--- src/rtl/audio_pkg.sv ---
// Shared constants for the jingle player and the game FSM: pitch and select codes,
// the pitch half-period table and the note entry record.
package audio_pkg;

  localparam int MAX_NOTES = 8;
  localparam int IDX_W     = 3;

  localparam logic [3:0] PITCH_REST = 4'd0;
  localparam logic [3:0] PITCH_C5   = 4'd1;
  localparam logic [3:0] PITCH_CS5  = 4'd2;
  localparam logic [3:0] PITCH_D5   = 4'd3;
  localparam logic [3:0] PITCH_DS5  = 4'd4;
  localparam logic [3:0] PITCH_E5   = 4'd5;
  localparam logic [3:0] PITCH_F5   = 4'd6;
  localparam logic [3:0] PITCH_FS5  = 4'd7;
  localparam logic [3:0] PITCH_G5   = 4'd8;
  localparam logic [3:0] PITCH_GS5  = 4'd9;
  localparam logic [3:0] PITCH_A5   = 4'd10;
  localparam logic [3:0] PITCH_AS5  = 4'd11;
  localparam logic [3:0] PITCH_B5   = 4'd12;
  localparam logic [3:0] PITCH_C6   = 4'd13;
  localparam logic [3:0] PITCH_TERM = 4'hF;

  localparam logic [3:0] SEL_LEVEL_UP  = 4'd2;
  localparam logic [3:0] SEL_WORLD_UP  = 4'd3;
  localparam logic [3:0] SEL_LIFE_LOST = 4'd4;
  localparam logic [3:0] SEL_WIN       = 4'd5;
  localparam logic [3:0] SEL_LOSE      = 4'd6;

  typedef struct packed {
    logic [3:0] pitch;
    logic [7:0] dur;
  } note_t;

  typedef enum logic [1:0] {
    ST_IDLE,
    ST_LOAD,
    ST_NOTE,
    ST_GAP
  } seq_state_t;

  // Half-period in 100 MHz clock cycles; 0 for rest and unused codes.
  function automatic logic [16:0] halfPeriod(input logic [3:0] pitch);
    logic [16:0] half;
    case (pitch)
      PITCH_C5:  half = 17'd95557;
      PITCH_CS5: half = 17'd90193;
      PITCH_D5:  half = 17'd85131;
      PITCH_DS5: half = 17'd80354;
      PITCH_E5:  half = 17'd75843;
      PITCH_F5:  half = 17'd71586;
      PITCH_FS5: half = 17'd67568;
      PITCH_G5:  half = 17'd63776;
      PITCH_GS5: half = 17'd60196;
      PITCH_A5:  half = 17'd56818;
      PITCH_AS5: half = 17'd53629;
      PITCH_B5:  half = 17'd50619;
      PITCH_C6:  half = 17'd47778;
      default:   half = 17'd0;
    endcase
    return half;
  endfunction

  function automatic logic isValidSel(input logic [3:0] sel);
    return (sel >= SEL_LEVEL_UP) && (sel <= SEL_LOSE);
  endfunction

  function automatic note_t mkNote(input logic [3:0] pitch, input logic [7:0] dur);
    note_t n;
    n.pitch = pitch;
    n.dur   = dur;
    return n;
  endfunction

endpackage

--- src/rtl/jingle_rom.sv ---
// Combinational jingle table: {select code, note index} -> {pitch, duration units}.
// Unused slots and unknown codes return the terminator.
module jingle_rom
  import audio_pkg::*;
(
  input  logic [3:0]       i_sel,
  input  logic [IDX_W-1:0] i_idx,
  output note_t            o_entry
);

  always_comb begin
    o_entry = mkNote(PITCH_TERM, 8'd0);
    case (i_sel)
      SEL_LEVEL_UP: begin
        case (i_idx)
          3'd0:    o_entry = mkNote(PITCH_C5, 8'd8);
          3'd1:    o_entry = mkNote(PITCH_E5, 8'd8);
          3'd2:    o_entry = mkNote(PITCH_G5, 8'd16);
          default: ;
        endcase
      end
      SEL_WORLD_UP: begin
        case (i_idx)
          3'd0:    o_entry = mkNote(PITCH_C5, 8'd8);
          3'd1:    o_entry = mkNote(PITCH_E5, 8'd8);
          3'd2:    o_entry = mkNote(PITCH_G5, 8'd8);
          3'd3:    o_entry = mkNote(PITCH_C6, 8'd24);
          default: ;
        endcase
      end
      SEL_LIFE_LOST: begin
        case (i_idx)
          3'd0:    o_entry = mkNote(PITCH_G5, 8'd12);
          3'd1:    o_entry = mkNote(PITCH_E5, 8'd12);
          3'd2:    o_entry = mkNote(PITCH_C5, 8'd24);
          default: ;
        endcase
      end
      SEL_WIN: begin
        case (i_idx)
          3'd0:    o_entry = mkNote(PITCH_C5, 8'd8);
          3'd1:    o_entry = mkNote(PITCH_C5, 8'd8);
          3'd2:    o_entry = mkNote(PITCH_G5, 8'd8);
          3'd3:    o_entry = mkNote(PITCH_G5, 8'd8);
          3'd4:    o_entry = mkNote(PITCH_A5, 8'd8);
          3'd5:    o_entry = mkNote(PITCH_A5, 8'd8);
          3'd6:    o_entry = mkNote(PITCH_G5, 8'd32);
          default: ;
        endcase
      end
      SEL_LOSE: begin
        case (i_idx)
          3'd0:    o_entry = mkNote(PITCH_E5, 8'd16);
          3'd1:    o_entry = mkNote(PITCH_DS5, 8'd16);
          3'd2:    o_entry = mkNote(PITCH_D5, 8'd16);
          3'd3:    o_entry = mkNote(PITCH_CS5, 8'd40);
          default: ;
        endcase
      end
      default: ;
    endcase
  end

endmodule

--- src/rtl/audio_sequencer.sv ---
// Jingle player: steps through a note list as square-wave tones separated by one
// silent duration unit, and reports seqEnd back to the game FSM.
module audio_sequencer
  import audio_pkg::*;
#(
  parameter int          TICK_DIV      = 100_000,
  parameter int          DUR_UNIT      = 10,
  parameter logic [16:0] HALF_OVERRIDE = 17'd0
) (
  input  logic       clk,
  input  logic       rst,
  input  logic [3:0] audioSelect,
  input  logic       audioEnable,
  input  logic       mute,
  output logic       audioOut,
  output logic       audioSD,
  output logic       seqEnd,
  output logic       busy,
  output logic [2:0] noteIdx
);

  localparam int TICK_W = $clog2(TICK_DIV + 1);
  localparam int UNIT_W = $clog2(DUR_UNIT + 1);
  localparam logic [TICK_W-1:0] TICK_LAST = TICK_W'(TICK_DIV - 1);
  localparam logic [UNIT_W-1:0] UNIT_LAST = UNIT_W'(DUR_UNIT - 1);
  localparam logic [IDX_W-1:0]  IDX_LAST  = IDX_W'(MAX_NOTES - 1);

  seq_state_t       r_state;
  seq_state_t       w_nextState;
  logic [3:0]       r_code;
  logic [3:0]       w_loadCode;
  logic             r_pending;
  logic [3:0]       r_pendCode;
  logic             w_setPend;
  logic             w_advance;
  logic [IDX_W-1:0] r_noteIdx;
  logic [IDX_W-1:0] w_romIdx;
  note_t            w_romEntry;
  note_t            r_entry;

  logic [TICK_W-1:0] r_tickCnt;
  logic [UNIT_W-1:0] r_unitTick;
  logic [7:0]        r_unitCnt;
  logic              w_tickEnd;
  logic              w_unitEnd;
  logic              w_noteEnd;
  logic              w_lastNote;
  logic              w_restart;
  logic              w_trig;
  logic              w_retrig;

  logic [16:0] r_halfCnt;
  logic [16:0] w_halfNext;
  logic [16:0] w_halfPer;
  logic        r_tone;
  logic        w_toneNext;

  logic r_audioOut;
  logic r_audioSD;
  logic r_seqEnd;
  logic r_busy;

  assign w_trig     = audioEnable && isValidSel(audioSelect);
  assign w_retrig   = w_trig && (audioSelect != r_code);
  assign w_tickEnd  = (r_tickCnt == TICK_LAST);
  assign w_unitEnd  = w_tickEnd && (r_unitTick == UNIT_LAST);
  assign w_noteEnd  = w_unitEnd && (r_unitCnt == r_entry.dur - 8'd1);
  assign w_romIdx   = (r_state == ST_GAP) ? r_noteIdx + 3'd1 : 3'd0;
  assign w_lastNote = (r_noteIdx == IDX_LAST) || (w_romEntry.pitch == PITCH_TERM);
  assign w_restart  = (w_nextState != r_state) || (w_nextState == ST_LOAD);

  jingle_rom u_rom (
    .i_sel   (r_code),
    .i_idx   (w_romIdx),
    .o_entry (w_romEntry)
  );

  always_ff @(posedge clk or negedge rst) begin
    if (!rst) r_state <= ST_IDLE;
    else      r_state <= w_nextState;
  end

  // A trigger landing on the final gap edge is parked in r_pending and started from IDLE.
  always_comb begin
    w_nextState = r_state;
    w_loadCode  = r_code;
    w_setPend   = 1'b0;
    w_advance   = 1'b0;
    case (r_state)
      ST_IDLE: begin
        if (w_trig) begin
          w_nextState = ST_LOAD;
          w_loadCode  = audioSelect;
        end else if (r_pending) begin
          w_nextState = ST_LOAD;
          w_loadCode  = r_pendCode;
        end
      end
      ST_LOAD: begin
        w_nextState = ST_NOTE;
        if (w_retrig) begin
          w_nextState = ST_LOAD;
          w_loadCode  = audioSelect;
        end
      end
      ST_NOTE: begin
        if (w_retrig) begin
          w_nextState = ST_LOAD;
          w_loadCode  = audioSelect;
        end else if (w_noteEnd) begin
          w_nextState = ST_GAP;
        end
      end
      ST_GAP: begin
        if (w_unitEnd && w_lastNote) begin
          w_nextState = ST_IDLE;
          w_setPend   = w_trig;
        end else if (w_retrig) begin
          w_nextState = ST_LOAD;
          w_loadCode  = audioSelect;
        end else if (w_unitEnd) begin
          w_nextState = ST_NOTE;
          w_advance   = 1'b1;
        end
      end
      default: w_nextState = ST_IDLE;
    endcase
  end

  always_ff @(posedge clk or negedge rst) begin
    if (!rst) begin
      r_code     <= 4'd0;
      r_pending  <= 1'b0;
      r_pendCode <= 4'd0;
      r_noteIdx  <= '0;
      r_entry    <= '0;
    end else begin
      r_pending <= w_setPend;
      if (w_setPend) r_pendCode <= audioSelect;
      if (w_nextState == ST_LOAD) r_code <= w_loadCode;
      if (w_nextState == ST_LOAD || w_nextState == ST_IDLE) r_noteIdx <= '0;
      else if (w_advance) r_noteIdx <= r_noteIdx + 3'd1;
      if (w_nextState == ST_NOTE && r_state != ST_NOTE) r_entry <= w_romEntry;
    end
  end

  // Tick prescaler -> ticks within a unit -> units elapsed in the current note or gap.
  always_ff @(posedge clk or negedge rst) begin
    if (!rst) begin
      r_tickCnt  <= '0;
      r_unitTick <= '0;
      r_unitCnt  <= '0;
    end else if (w_restart) begin
      r_tickCnt  <= '0;
      r_unitTick <= '0;
      r_unitCnt  <= '0;
    end else if (r_state == ST_NOTE || r_state == ST_GAP) begin
      if (w_tickEnd) begin
        r_tickCnt <= '0;
        if (r_unitTick == UNIT_LAST) begin
          r_unitTick <= '0;
          r_unitCnt  <= r_unitCnt + 8'd1;
        end else begin
          r_unitTick <= r_unitTick + 1'b1;
        end
      end else begin
        r_tickCnt <= r_tickCnt + 1'b1;
      end
    end
  end

  always_comb begin
    w_halfPer  = (HALF_OVERRIDE != 17'd0) ? HALF_OVERRIDE : halfPeriod(r_entry.pitch);
    w_halfNext = '0;
    w_toneNext = 1'b0;
    if (r_state == ST_NOTE && w_nextState == ST_NOTE && r_entry.pitch != PITCH_REST) begin
      if (r_halfCnt == w_halfPer - 17'd1) begin
        w_halfNext = '0;
        w_toneNext = ~r_tone;
      end else begin
        w_halfNext = r_halfCnt + 17'd1;
        w_toneNext = r_tone;
      end
    end
  end

  always_ff @(posedge clk or negedge rst) begin
    if (!rst) begin
      r_halfCnt  <= '0;
      r_tone     <= 1'b0;
      r_audioOut <= 1'b0;
      r_audioSD  <= 1'b0;
      r_seqEnd   <= 1'b1;
      r_busy     <= 1'b0;
    end else begin
      r_halfCnt  <= w_halfNext;
      r_tone     <= w_toneNext;
      r_audioOut <= w_toneNext && !mute;
      r_audioSD  <= (w_nextState != ST_IDLE) && !mute;
      r_seqEnd   <= (w_nextState == ST_IDLE);
      r_busy     <= (w_nextState != ST_IDLE);
    end
  end

  assign audioOut = r_audioOut;
  assign audioSD  = r_audioSD;
  assign seqEnd   = r_seqEnd;
  assign busy     = r_busy;
  assign noteIdx  = r_noteIdx;

endmodule

--- config.mk ---
export PLATFORM = sky130hd
export DESIGN_NAME = audio_sequencer
export DESIGN_NICKNAME = d
export VERILOG_FILES = /design/src/rtl/audio_pkg.sv /design/src/rtl/jingle_rom.sv /design/src/rtl/audio_sequencer.sv
export SDC_FILE = /design/constraint.sdc
export NUM_CORES = 1
export LEC_CHECK = 0
export CAP_MARGIN = 30
export CORE_MARGIN = 5
export CORE_UTILIZATION = 55
export DETAILED_ROUTE_END_ITERATION = 10
export PLACE_DENSITY = 0.73
export SKIP_CTS_REPAIR_TIMING = 1
export SLEW_MARGIN = 20
export SYNTH_ARGS = -nofsm -noshare
export SYNTH_HDL_FRONTEND = slang
export SYNTH_SLANG_ARGS = --single-unit
--- constraint.sdc ---
create_clock -name clk -period 8 [get_ports clk]
set_clock_uncertainty 0.05 [all_clocks]
set_input_delay 1.6 -clock clk [delete_from_list [all_inputs] [get_ports clk]]
set_output_delay 1.6 -clock clk [all_outputs]
set_load 0.03 [all_outputs]
==> results of run 1 <==
-- power by group through the flow --
stage | logic (uW) | clock network [uW] | registers [uW]
global placement | 1110 | 0 | 510
CTS | 1140 | 286 | 505
floorplan | 952 | 0 | 468
global route | 1270 | 302 | 518
finish | 1160 | 278 | 508
detailed placement | 1140 | 0 | 513
-- cell type report --
type / count / area [sq um]
Tap cell: 133 / 166.4
Timing Repair Buffer: 17 / 180.2
Inverter: 27 / 101.3
Clock inverter: 6 / 47.55
Sequential cell: 73 / 1828
Clock buffer: 10 / 137.6
Multi-Input combinational cell: 502 / 3458
Fill cell: 847 / 3855
-- worst max path at each step --
stage                     slack [ns]  cells past startpoint            end           start
after floorplan                 4.19                     13       audioOut      r_entry[9]
after global placement          3.64                      7     r_entry[9]  audioSelect[2]
after detailed placement        3.51                      7     r_entry[5]  audioSelect[2]
after CTS                       3.62                     10  r_halfCnt[12]      r_entry[9]
after global routing            3.26                     13   r_halfCnt[3]      r_entry[9]
final                           3.61                     13   r_halfCnt[2]      r_entry[8]
-- through the flow --
stage / util / power (uW) / setup WS, ns / std cells / hold slack (ns)
5_1_grt: 0.6056 / 2092 / 3.255 / 768 / 0.4683
4_1_cts: 0.6028 / 1935 / 3.618 / 767 / 0.4527
6_report: 0.6056 / 1943 / 3.613 / 768 / 0.4489
3_3_place_gp: 0.5838 / 1620 / 3.639 / 751 / 0.4271
3_5_place_dp: 0.5838 / 1649 / 3.507 / 751 / 0.4285
2_1_floorplan: - / 1421 / 4.187 / 634 / 0.4044
-- layer usage --
metal | global-route usage | vias up | wire, um
met1 | 0.3155 | 2277 | 6041
met4 | 0.06508 | 0 | 171
li1 | - | 2297 | -
met3 | 0.04776 | 20 | 710
met2 | 0.3427 | 131 | 5843
met5 | 0 | - | 0
-- layout by cell type, fill, tap and decap left out, drive strengths merged, types with 12 or more instances in the layout --
cell,netlist,final
dfrtp,72,72
nor2,63,63
nand2,51,51
xor2,31,31
inv,27,31
o21ai,28,28
nand3,25,25
a21oi,24,24
nor3,22,22
xnor2,19,19
and3,18,18
ha,16,16
mux2,15,15
mux2i,14,14
clkdlybuf4s50,0,13
nand4,12,12
-- state kept, by name (all words and copies together), names as in the netlist --
name and cells:
seqEnd 1, r_tone 1, r_code 4, r_pendCode 4
r_pending 1, noteIdx 3, audioOut 1, r_state 2
r_unitTick 4, r_tickCnt 17, r_unitCnt 8, busy 1
r_entry 8, audioSD 1, r_halfCnt 17
-- synth_stat cells (16+ instances only) --
library cell  count
a21oi_1          24
nor3_1           22
ha_1             16
clkbuf_1         18
nand2_1          51
o21ai_0          27
nor2_1           63
dfrtp_1          72
and3_1           18
xor2_1           31
xnor2_1          19
nand3_1          25
inv_1            26
-- cell families (layout without fill, tap and decap cells) --
group,count (synthesis),count (layout),share of synthesized area
mux,31,31,0.06407
simple gates,271,271,0.2656
buf+inv,59,60,0.04346
flops,73,73,0.3308
fa+ha+maj,16,16,0.03622
compound gates,133,133,0.1766
xor+xnor,51,51,0.08331
==> reports/qor.yml, run 1 <==
synth:
  syn-mean-instance-area_sq_um: 8.717
  synth.yosys.seq_area_share: 0.3308
  number_of_distinct_library_cell_variants_in_the_gate_level_netlist_after_synthesis: 79
  number_of_flops_mapped_to_enable_cells_by_yosys: 0
  synth_area_sq_mm: 0.005527
  syn_nets: 658
  yosys_warnings: 0
  share_of_flip_flops_with_an_asynchronous_set_or_reset_after_synthesis: 1.000
  yosys.area.top_type: "dfrtp_1"
  synth_top_area_share: 0.3260
  post_synth_inst_count: 634
  netlist_top_cells_area: "dfrtp_1 (33%), xor2_1 (4.9%), nor2_1 (4.3%)"
  synthFlopType: "dfrtp_1"
  ys_ff_latch: 73
layout:
  flow.area_growth_from_synthesis_pct: 7.109
  antenna_cells: 0
  final_non_filler_cell_area_sq_mm: 0.005919
  drive_above_1_share: 0.09921
  design.final.nets: 654
clocking:
  path_clk_slew_ns: 0.08
  cts_max_path_buffers: 2
  cts-htree-levels: 3
  tritoncts: "done"
  clock_sink_count: 73
  clockRootBuffer: "clkbuf_8"
  source_to_sink_clock_delay_at_the_later_pin_of_the_worst_skew_pair_ns: 0.35
  tritoncts.num_buffers: 9
setup_path:
  path_max_fanout: 17
  cp_data_arrival_time_ns: 4.54
  cpMaxStageDelayCell: "o31ai_4"
  element_type_at_the_critical_path_end: "register"
  r2r-start: "r_entry[8]"
  cp_num_buf_inv: 2
  crit_path_cell_trace: "inv_1 > ha_1 > mux2_2 > mux2_2 > inv_1 > ha_1 > o211ai_1 > nor4_4 > nand4_2 > a2111oi_4 > o2111ai_2 > o31ai_4 > nor2_1"
  worst-setup-path-type: "reg2reg"
  worstReg2RegEnd: "r_halfCnt[2]"
  r2r_setup_slack_ns: 3.61
  cp_top_family: "compound AO/OA/AOI/OAI gates"
  worstPathRequired_ns: 8.16
  startpoint_type_of_the_worst_setup_path: "register"
  critPathMaxStageDelay_ns: 0.64
  reg2regPathDepth: 13
die:
  dieWidth_um: 110.2
  ios: 15
  core_region_area_sq_mm: 0.009774
  floorplan.initialDensity: 0.5654
  std_cell_rows: 36
  design.die.area_sq_mm: 0.01215
  chipHeight_um: 110.2
drt:
  detail_route.iter0.violations: 332
  post_drt_wl_per_cell_um: 16.62
  via_per_inst: 6.152
  post-route-drc-count: 0
  num_vias: 4725
  drt-total-wl_um: 12770
  number_of_optimization_iterations_in_the_first_detailed_route_pass: 5
  detail-route-antenna-nets: 0
min_path:
  whs_path_cells: 1
  hold_path_end: "r_pendCode[3]"
  holdCritPathClass: "reg2reg"
  hold_path_startpoint: "r_pendCode[3]"
timing:
  grt_setup_unrepaired: "false"
  setup_viol: 0
  clock.fmax_ghz: 0.2279
  maxSlewViolCount: 0
  worst_slew_margin_rel: 0.4105
  post-route-period-util: 0.5484
  fin_tns_setup_ns: 0
  timing_worst_slew_pin_value_ns: 0.8720
  layout_min_cycle_time_ns: 4.387
  hold_viol: 0
placement:
  placed_area_sq_mm: 0.005707
  place.port_buffers: 14
  post-dp-hpwl_um: 9247
  gp_congestion: 0.9708
global_route:
  grt_pass1_wl_um: 21380
  largest_net_degree_at_the_start_of_global_routing: 74
  initial_antenna_violation_count: 0
  grt-ovfl-total: 0
  grt_use_total: 0.2224
  number_of_global_route_vias_before_repair: 4395
power:
  cell_internal_pwr_uw: 1012
  power_leakage_uw: 0.002474
  power_switching_uw: 930.9
  swShare: 0.4791
  peak_vdd_ir_mv: 0.1619
  power.share.clock: 0.143
  sequentialPowerShare: 0.261
  total_power_density_per_cell_area_mw_per_mm2: 328.2
  gate_power_share: 0.595
run_status:
  status: "completed"
run:
  drv.max_cap_violation_count: 0
Note: power is estimated with default switching activity, not from simulation.
==> inputs of run 2 (changes only) <==
--- a/config.mk
+++ b/config.mk
@@ -9,7 +9,7 @@
 export CORE_MARGIN = 5
 export CORE_UTILIZATION = 55
 export DETAILED_ROUTE_END_ITERATION = 10
-export PLACE_DENSITY = 0.73
+export PLACE_DENSITY = 0.76
 export SKIP_CTS_REPAIR_TIMING = 1
 export SLEW_MARGIN = 20
 export SYNTH_ARGS = -nofsm -noshare
==> constraint.sdc (replaced) <==
create_clock -name clk -period 3.9 [get_ports clk]
set_clock_uncertainty 0.05 [all_clocks]
set_input_delay 0.78 -clock clk [delete_from_list [all_inputs] [get_ports clk]]
set_output_delay 0.78 -clock clk [all_outputs]
set_load 0.03 [all_outputs]
==> reports/qor.yml, run 2 (synthesized netlist as in run 1, its figures left out) <==
power:
  gate_power_share: 0.615  # was 0.595
  power_leakage_uw: 0.002614  # was 0.002474 uW
  peak_vdd_ir_mv: 0.4245  # was 0.1619 mV
  power_switching_uw: 1979  # was 930.9 uW
  sequentialPowerShare: 0.238  # was 0.261
  cell_internal_pwr_uw: 2282  # was 1012 uW
  total_power_density_per_cell_area_mw_per_mm2: 694.3  # was 328.2 mW/mm^2
  report.power.total_uw: 4262  # was 1943 uW
  swShare: 0.4644  # was 0.4791
  power.share.clock: 0.147  # was 0.143
layout:
  layout_commonest_cell: "dfrtp_1"  # unchanged
  layout_top_registers: "r_halfCnt: 17 flops, r_tickCnt: 17 flops"  # unchanged
  antenna_cells: 0  # unchanged
  fillCellCount: 826  # was 847
  layout.core_utilization: 0.6280  # was 0.6056
  multi_input_area_sq_mm: 0.003461  # was 0.003458 sq mm
  final_non_filler_cell_area_sq_mm: 0.006138  # was 0.005919 sq mm
  design.final.nets: 679  # was 654
  drive_above_1_share: 0.1348  # was 0.09921
  flow.area_growth_from_synthesis_pct: 11.07  # was 7.109%
  register_area_sq_mm: 0.001828  # unchanged
  mostFrequentLayoutCells: "dfrtp_1 (72), nor2_1 (63), nand2_1 (51)"  # unchanged
timing:
  timing_worst_slew_pin_value_ns: 0.6445  # was 0.8720 ns
  final.setup.worst_slack_ns: 0.1321  # was 3.613 ns
  layout_min_cycle_time_ns: 3.768  # was 4.387 ns
  worst_slew_margin_rel: 0.5658  # was 0.4105
  maxSlewViolCount: 0  # unchanged
  setup_viol: 0  # unchanged
  clock.fmax_ghz: 0.2654  # was 0.2279 GHz
  post-route-period-util: 0.9661  # was 0.5484
  hold_viol: 0  # unchanged
  final.hold.worst_slack_ns: 0.2633  # was 0.4489 ns
clocking:
  clockRootBuffer: "clkbuf_8"  # unchanged
  cts_max_path_buffers: 2  # unchanged
  source_to_sink_clock_delay_at_the_later_pin_of_the_worst_skew_pair_ns: 0.37  # was 0.35 ns
  clock_sink_count: 73  # unchanged
  tritoncts.num_buffers: 9  # unchanged
  cts-htree-levels: 3  # unchanged
  tritoncts: "done"  # unchanged
  path_clk_slew_ns: 0.09  # was 0.08 ns
die:
  ios: 15  # unchanged
  floorplan.initialDensity: 0.5654  # unchanged
  std_cell_rows: 36  # unchanged
  core_region_area_sq_mm: 0.009774  # unchanged
  design.die.area_sq_mm: 0.01215  # unchanged
  dieWidth_um: 110.2  # unchanged
  chipHeight_um: 110.2  # unchanged
setup_path:
  r2r_setup_slack_ns: 0.13  # was 3.61 ns
  cp_top_family: "compound AO/OA/AOI/OAI gates"  # unchanged
  element_type_at_the_critical_path_end: "register"  # unchanged
  reg2regPathDepth: 12  # was 13
  worst-setup-path-type: "reg2reg"  # unchanged
  r2r-start: "r_entry[8]"  # unchanged
  worstReg2RegEnd: "audioOut"  # was r_halfCnt[2]
  cpMaxStageDelayCell: "or4_4"  # was o31ai_4
  cp_num_buf_inv: 1  # was 2
  crit_path_cell_trace: "ha_1 > mux2_2 > mux2_2 > inv_1 > ha_1 > xor2_1 > o21ai_0 > a2111o_1 > a2111oi_4 > o2111ai_2 > or4_4 > a211oi_2"  # was inv_1 > ha_1 > mux2_2 > mux2_2 > inv_1 > ha_1 > o211ai_1 > nor4_4 > nand4_2 > a2111oi_4 > o2111ai_2 > o31ai_4 > nor2_1
  cp_data_arrival_time_ns: 4.00  # was 4.54 ns
  path_max_fanout: 7  # was 17
  worstPathRequired_ns: 4.13  # was 8.16 ns
  startpoint_type_of_the_worst_setup_path: "register"  # unchanged
  critPathMaxStageDelay_ns: 0.48  # was 0.64 ns
placement:
  placed_area_sq_mm: 0.005907  # was 0.005707 sq mm
  place.port_buffers: 14  # unchanged
  dp_worst_setup_slack_ns: 0.2090  # was 3.507 ns
  post-dp-hpwl_um: 9729  # was 9247 um
  gp_congestion: 0.9479  # was 0.9708
min_path:
  holdCritPathClass: "in2async"  # was reg2reg
drt:
  detail-route-antenna-nets: 0  # unchanged
  detail_route.iter0.violations: 357  # was 332
  drt-total-wl_um: 13320  # was 12770 um
  post-route-drc-count: 0  # unchanged
  post_drt_wl_per_cell_um: 16.79  # was 16.62 um
  via_per_inst: 6.165  # was 6.152
  number_of_optimization_iterations_in_the_first_detailed_route_pass: 5  # unchanged
  num_vias: 4889  # was 4725
run_status:
  status: "completed"  # unchanged
global_route:
  grt_use_total: 0.2329  # was 0.2224
  number_of_global_route_vias_before_repair: 4648  # was 4395
  grt-ovfl-total: 0  # unchanged
  initial_antenna_violation_count: 0  # unchanged
  largest_net_degree_at_the_start_of_global_routing: 74  # unchanged
  grt_pass1_wl_um: 22300  # was 21380 um
run:
  drv.max_cap_violation_count: 0  # unchanged
[run 2: cell count changes in the layout (fill, tap and decap cells not counted)]
cell / change
buf_4: +24
inv_6: -3
clkinv_4: +2
buf_12: +1
bufinv_16: +1
clkbuf_8: -1
clkinv_2: +1
clkinvlp_4: -1
ha_1: -1
ha_2: +1
inv_8: +1
[run 2: per-layer routing]
metal	track usage	wire [um]	vias to the layer above
li1	-	-	2343
met1	0.3210	6166	2361
met2	0.3666	6186	166
met3	0.05533	788	19
met4	0.06684	176	0
met5	0	0	-
[run 2: area by class of cell]
| cell class | instances | share of cell area |
|---|---|---|
| Sequential cell | 73 | 0.2978 |
| Clock inverter | 7 | 0.01264 |
| Tap cell | 133 | 0.02711 |
| Multi-Input combinational cell | 502 | 0.5638 |
| Inverter | 27 | 0.01651 |
| Clock buffer | 9 | 0.02018 |
| Timing Repair Buffer | 42 | 0.06196 |
[run 2: through the flow]
step | cells | setup TNS, ns
after floorplan | 634 | 0
after global placement | 776 | 0
after detailed placement | 776 | 0
after CTS | 792 | 0
after global routing | 793 | -0.01744
final | 793 | 0
[run 2: power groups by stage]
stage               combinational [uW]  sequential (uW)  clock, uW
finish                            2620             1020        625
CTS                               2590             1010        638
global placement                  2530             1020          0
detailed placement                2570             1030          0
floorplan                         1950              961          0
global route                      2860             1030        671
[run 2: how the worst max path moves through the flow]
stage                     from        to  slack, ns  depth (start not counted)
floorplan           r_entry[9]  audioOut       0.09                         13
global placement    r_entry[8]  audioOut       0.32                         11
finish              r_entry[8]  audioOut       0.13                         12
detailed placement  r_entry[8]  audioOut       0.21                         12
CTS                 r_entry[8]  audioOut       0.18                         12
global route        r_entry[9]  audioOut      -0.02                         12
==> inputs of run 3 (changes only) <==
--- a/config.mk
+++ b/config.mk
@@ -5,7 +5,7 @@
 export SDC_FILE = /design/constraint.sdc
 export NUM_CORES = 1
 export LEC_CHECK = 0
-export CAP_MARGIN = 30
+export CAP_MARGIN = 20
 export CORE_MARGIN = 5
 export CORE_UTILIZATION = 55
 export DETAILED_ROUTE_END_ITERATION = 10
@@ -14,4 +14,5 @@
 export SLEW_MARGIN = 20
 export SYNTH_ARGS = -nofsm -noshare
 export SYNTH_HDL_FRONTEND = slang
+export SYNTH_HIERARCHICAL = 1
 export SYNTH_SLANG_ARGS = --single-unit
==> reports/qor.yml, run 3 <==
setup_path:
  cpMaxStageDelayCell: "dfrtp_1"  # was or4_4
  critPathMaxStageDelay_ns: 0.43  # was 0.48 ns
  worst-setup-path-type: "reg2reg"  # unchanged
  cp_data_arrival_time_ns: 3.92  # was 4.00 ns
  cp_num_buf_inv: 1  # unchanged
  crit_start: "noteIdx[0]"  # was r_entry[8]
  startpoint_type_of_the_worst_setup_path: "register"  # unchanged
  cp_top_family: "compound AO/OA/AOI/OAI gates"  # unchanged
  r2r-start: "noteIdx[0]"  # was r_entry[8]
  worstPathRequired_ns: 4.12  # was 4.13 ns
  path_max_fanout: 17  # was 7
  crit_path_cell_trace: "ha_1 > and3_2 > nand2_1 > o311ai_2 > a221o_1 > a41o_1 > and2_1 > o21ai_0 > a21o_1 > o21a_2 > a2111o_1 > o21bai_4 > buf_12 > nor2_1"  # was ha_1 > mux2_2 > mux2_2 > inv_1 > ha_1 > xor2_1 > o21ai_0 > a2111o_1 > a2111oi_4 > o2111ai_2 > or4_4 > a211oi_2
  cp-endpoint: "r_halfCnt[3]"  # was audioOut
  cp.depth: 14  # was 12
  element_type_at_the_critical_path_end: "register"  # unchanged
  r2r_setup_slack_ns: 0.20  # was 0.13 ns
  worstReg2RegEnd: "r_halfCnt[3]"  # was audioOut
  reg2regPathDepth: 14  # was 12
run:
  drv.max_cap_violation_count: 0  # unchanged
drt:
  detail_route.iter0.violations: 312  # was 357
  drt-total-wl_um: 12230  # was 13320 um
  detail-route-antenna-nets: 0  # unchanged
  num_vias: 4586  # was 4889
  post_drt_wl_per_cell_um: 16.01  # was 16.79 um
  via_per_inst: 6.003  # was 6.165
  post-route-drc-count: 0  # unchanged
  number_of_optimization_iterations_in_the_first_detailed_route_pass: 4  # was 5
timing:
  fin_tns_setup_ns: 0  # unchanged
  post-route-period-util: 0.9475  # was 0.9661
  grt_setup_unrepaired: "false"
  layout_min_cycle_time_ns: 3.695  # was 3.768 ns
  clock.fmax_ghz: 0.2706  # was 0.2654 GHz
  timing_worst_slew_pin_value_ns: 0.9638  # was 0.6445 ns
  setup_viol: 0  # unchanged
  worst_slew_margin_rel: 0.3574  # was 0.5658
  maxSlewViolCount: 0  # unchanged
  hold_viol: 0  # unchanged
layout:
  drive_above_1_share: 0.1410  # was 0.1348
  fillCellCount: 833  # was 826
  register_area_sq_mm: 0.001928  # was 0.001828 sq mm
  multi_input_area_sq_mm: 0.003304  # was 0.003461 sq mm
  mostFrequentLayoutCells: "dfrtp_1 (76), nor2_1 (63), o21ai_0 (42), nand2_1 (42), nand3_1 (35)"  # was dfrtp_1 (72), nor2_1 (63), nand2_1 (51)
  layout_top_registers: "r_halfCnt: 17 flops, r_tickCnt: 17 flops, r_entry: 12 flops"  # was r_halfCnt: 17 flops, r_tickCnt: 17 flops
  antenna_cells: 0  # unchanged
  design.final.nets: 652  # was 679
  layout_commonest_cell: "dfrtp_1"  # unchanged
  flow.area_growth_from_synthesis_pct: 9.242  # was 11.07%
  layoutNonFillerInstCount: 764  # was 793
global_route:
  grt-ovfl-total: 0  # unchanged
  grt_use_total: 0.2153  # was 0.2329
  initial_antenna_violation_count: 0  # unchanged
  grt_pass1_wl_um: 20860  # was 22300 um
  largest_net_degree_at_the_start_of_global_routing: 78  # was 74
  number_of_global_route_vias_before_repair: 4498  # was 4648
synth:
  number_of_flops_mapped_to_enable_cells_by_yosys: 0  # unchanged
  syn-mean-instance-area_sq_um: 9.003  # was 8.717 sq um
  share_of_flip_flops_with_an_asynchronous_set_or_reset_after_synthesis: 1.000  # unchanged
  netlist_top_cells_area: "dfrtp_1 (35%), xnor2_1 (5.0%), xor2_1 (5.0%)"  # was dfrtp_1 (33%), xor2_1 (4.9%), nor2_1 (4.3%)
  yosys-top-cells-count: "dfrtp_1 (76), nor2_1 (63), nand2_1 (42), o21ai_0 (42), nand3_1 (35)"  # was dfrtp_1 (72), nor2_1 (63), nand2_1 (51)
  synth_area_sq_mm: 0.005483  # was 0.005527 sq mm
  ys_ff_latch: 77  # was 73
  yosys.area.top_type: "dfrtp_1"  # unchanged
  yosys_warnings: 6  # was 0
  synth.yosys.seq_area_share: 0.3517  # was 0.3308
  synthFlopType: "dfrtp_1"  # unchanged
  yosys.cell_count.top_type: "dfrtp_1"  # unchanged
  number_of_distinct_library_cell_variants_in_the_gate_level_netlist_after_synthesis: 79  # unchanged
  post_synth_inst_count: 609  # was 634
  synth_top_area_share: 0.3469  # was 0.3260
placement:
  placed_cells_incl_taps: 748  # was 776
  place.port_buffers: 14  # unchanged
  gp_congestion: 0.9139  # was 0.9479
  post-dp-hpwl_um: 8871  # was 9729 um
min_path:
  whs_path_cells: 1
  holdCritPathClass: "reg2reg"  # was in2async
clocking:
  tritoncts.num_buffers: 9  # unchanged
  clock_sink_count: 77  # was 73
  tritoncts: "done"  # unchanged
  path_clk_slew_ns: 0.10  # was 0.09 ns
  cts_max_path_buffers: 2  # unchanged
  source_to_sink_clock_delay_at_the_later_pin_of_the_worst_skew_pair_ns: 0.35  # was 0.37 ns
  cts-htree-levels: 3  # unchanged
  clockRootBuffer: "clkbuf_8"  # unchanged
die:
  dieWidth_um: 109.8  # was 110.2 um
  chipHeight_um: 109.8  # was 110.2 um
  ios: 15  # unchanged
  core_region_area_sq_mm: 0.009729  # was 0.009774 sq mm
  std_cell_rows: 36  # unchanged
  floorplan.initialDensity: 0.5635  # was 0.5654
  design.die.area_sq_mm: 0.01207  # was 0.01215 sq mm
power:
  total_power_density_per_cell_area_mw_per_mm2: 698.4  # was 694.3 mW/mm^2
  power_leakage_uw: 0.002529  # was 0.002614 uW
  peak_vdd_ir_mv: 0.2882  # was 0.4245 mV
  report.power.total_uw: 4183  # was 4262 uW
run_status:
  status: "completed"  # unchanged
[run 3: logic make-up (layout without fill, tap and decap cells)]
family,Yosys count,in the layout,synth area share
AO/OA/AOI/OAI,119,119,0.1509
buffers and inverters,54,73,0.05043
flip-flops,77,77,0.3517
other,1,4,0.0006840
adder cells (fa/ha/maj),18,18,0.04108
XOR/XNOR,63,63,0.1031
multiplexers,30,30,0.06572
AND/OR/NAND/NOR,247,247,0.2364
[run 3: power breakdown]
part | leakage [uW] | internal (uW) | switching (uW)
Sequential | 0.00102 | 941 | 279
Clock | 0.0000968 | 304 | 323
Combinational | 0.00142 | 1040 | 1300
Total | 0.00253 | 2280 | 1900
[run 3: how the worst min path moves through the flow]
| stage | slack, ns | end | from |
|---|---|---|---|
| 2_1_floorplan | 0.40 | r_unitTick[3] | r_unitTick[3] |
| 3_3_place_gp | 0.42 | r_unitTick[3] | r_unitTick[3] |
| 3_5_place_dp | 0.42 | r_unitTick[3] | r_unitTick[3] |
| 4_1_cts | 0.44 | r_unitTick[3] | r_unitTick[3] |
| 5_1_grt | 0.45 | r_unitTick[3] | r_unitTick[3] |
| 6_report | 0.44 | r_unitTick[3] | r_unitTick[3] |
[run 3: per-layer routing]
| layer | routed length [um] | GRT usage |
|---|---|---|
| met5 | 0 | 0 |
| met4 | 272 | 0.08370 |
| met3 | 570 | 0.04287 |
| met2 | 6133 | 0.3679 |
| met1 | 5253 | 0.2669 |
[run 3: worst register-to-register path: cells and delay by family (launching register included)]
kind | cells | cell delay [ns]
fa+ha+maj | 1 | 0.31
buf+inv | 1 | 0.16
flops | 1 | 0.43
compound gates | 8 | 1.90
simple gates | 4 | 0.76
[run 3: cell type report]
cell class	instances	area share
Inverter	23	0.01441
Clock buffer	9	0.02068
Timing Repair Buffer	34	0.05014
Sequential cell	77	0.3219
Multi-Input combinational cell	481	0.5517
Clock inverter	7	0.01337
Tap cell	133	0.02778
[run 3: per-stage QoR]
step | setup slack (ns) | util | cell area (sq um) | hold slack [ns]
after detailed placement | 0.1353 | 0.5931 | 5771 | 0.4204
after global routing | 0.003055 | 0.6156 | 5989 | 0.4546
after global placement | 0.2413 | 0.5931 | 5771 | 0.4209
after CTS | 0.09045 | 0.6141 | 5974 | 0.4371
final | 0.2047 | 0.6156 | 5989 | 0.4449
after floorplan | 0.3740 | - | 5494 | 0.3951
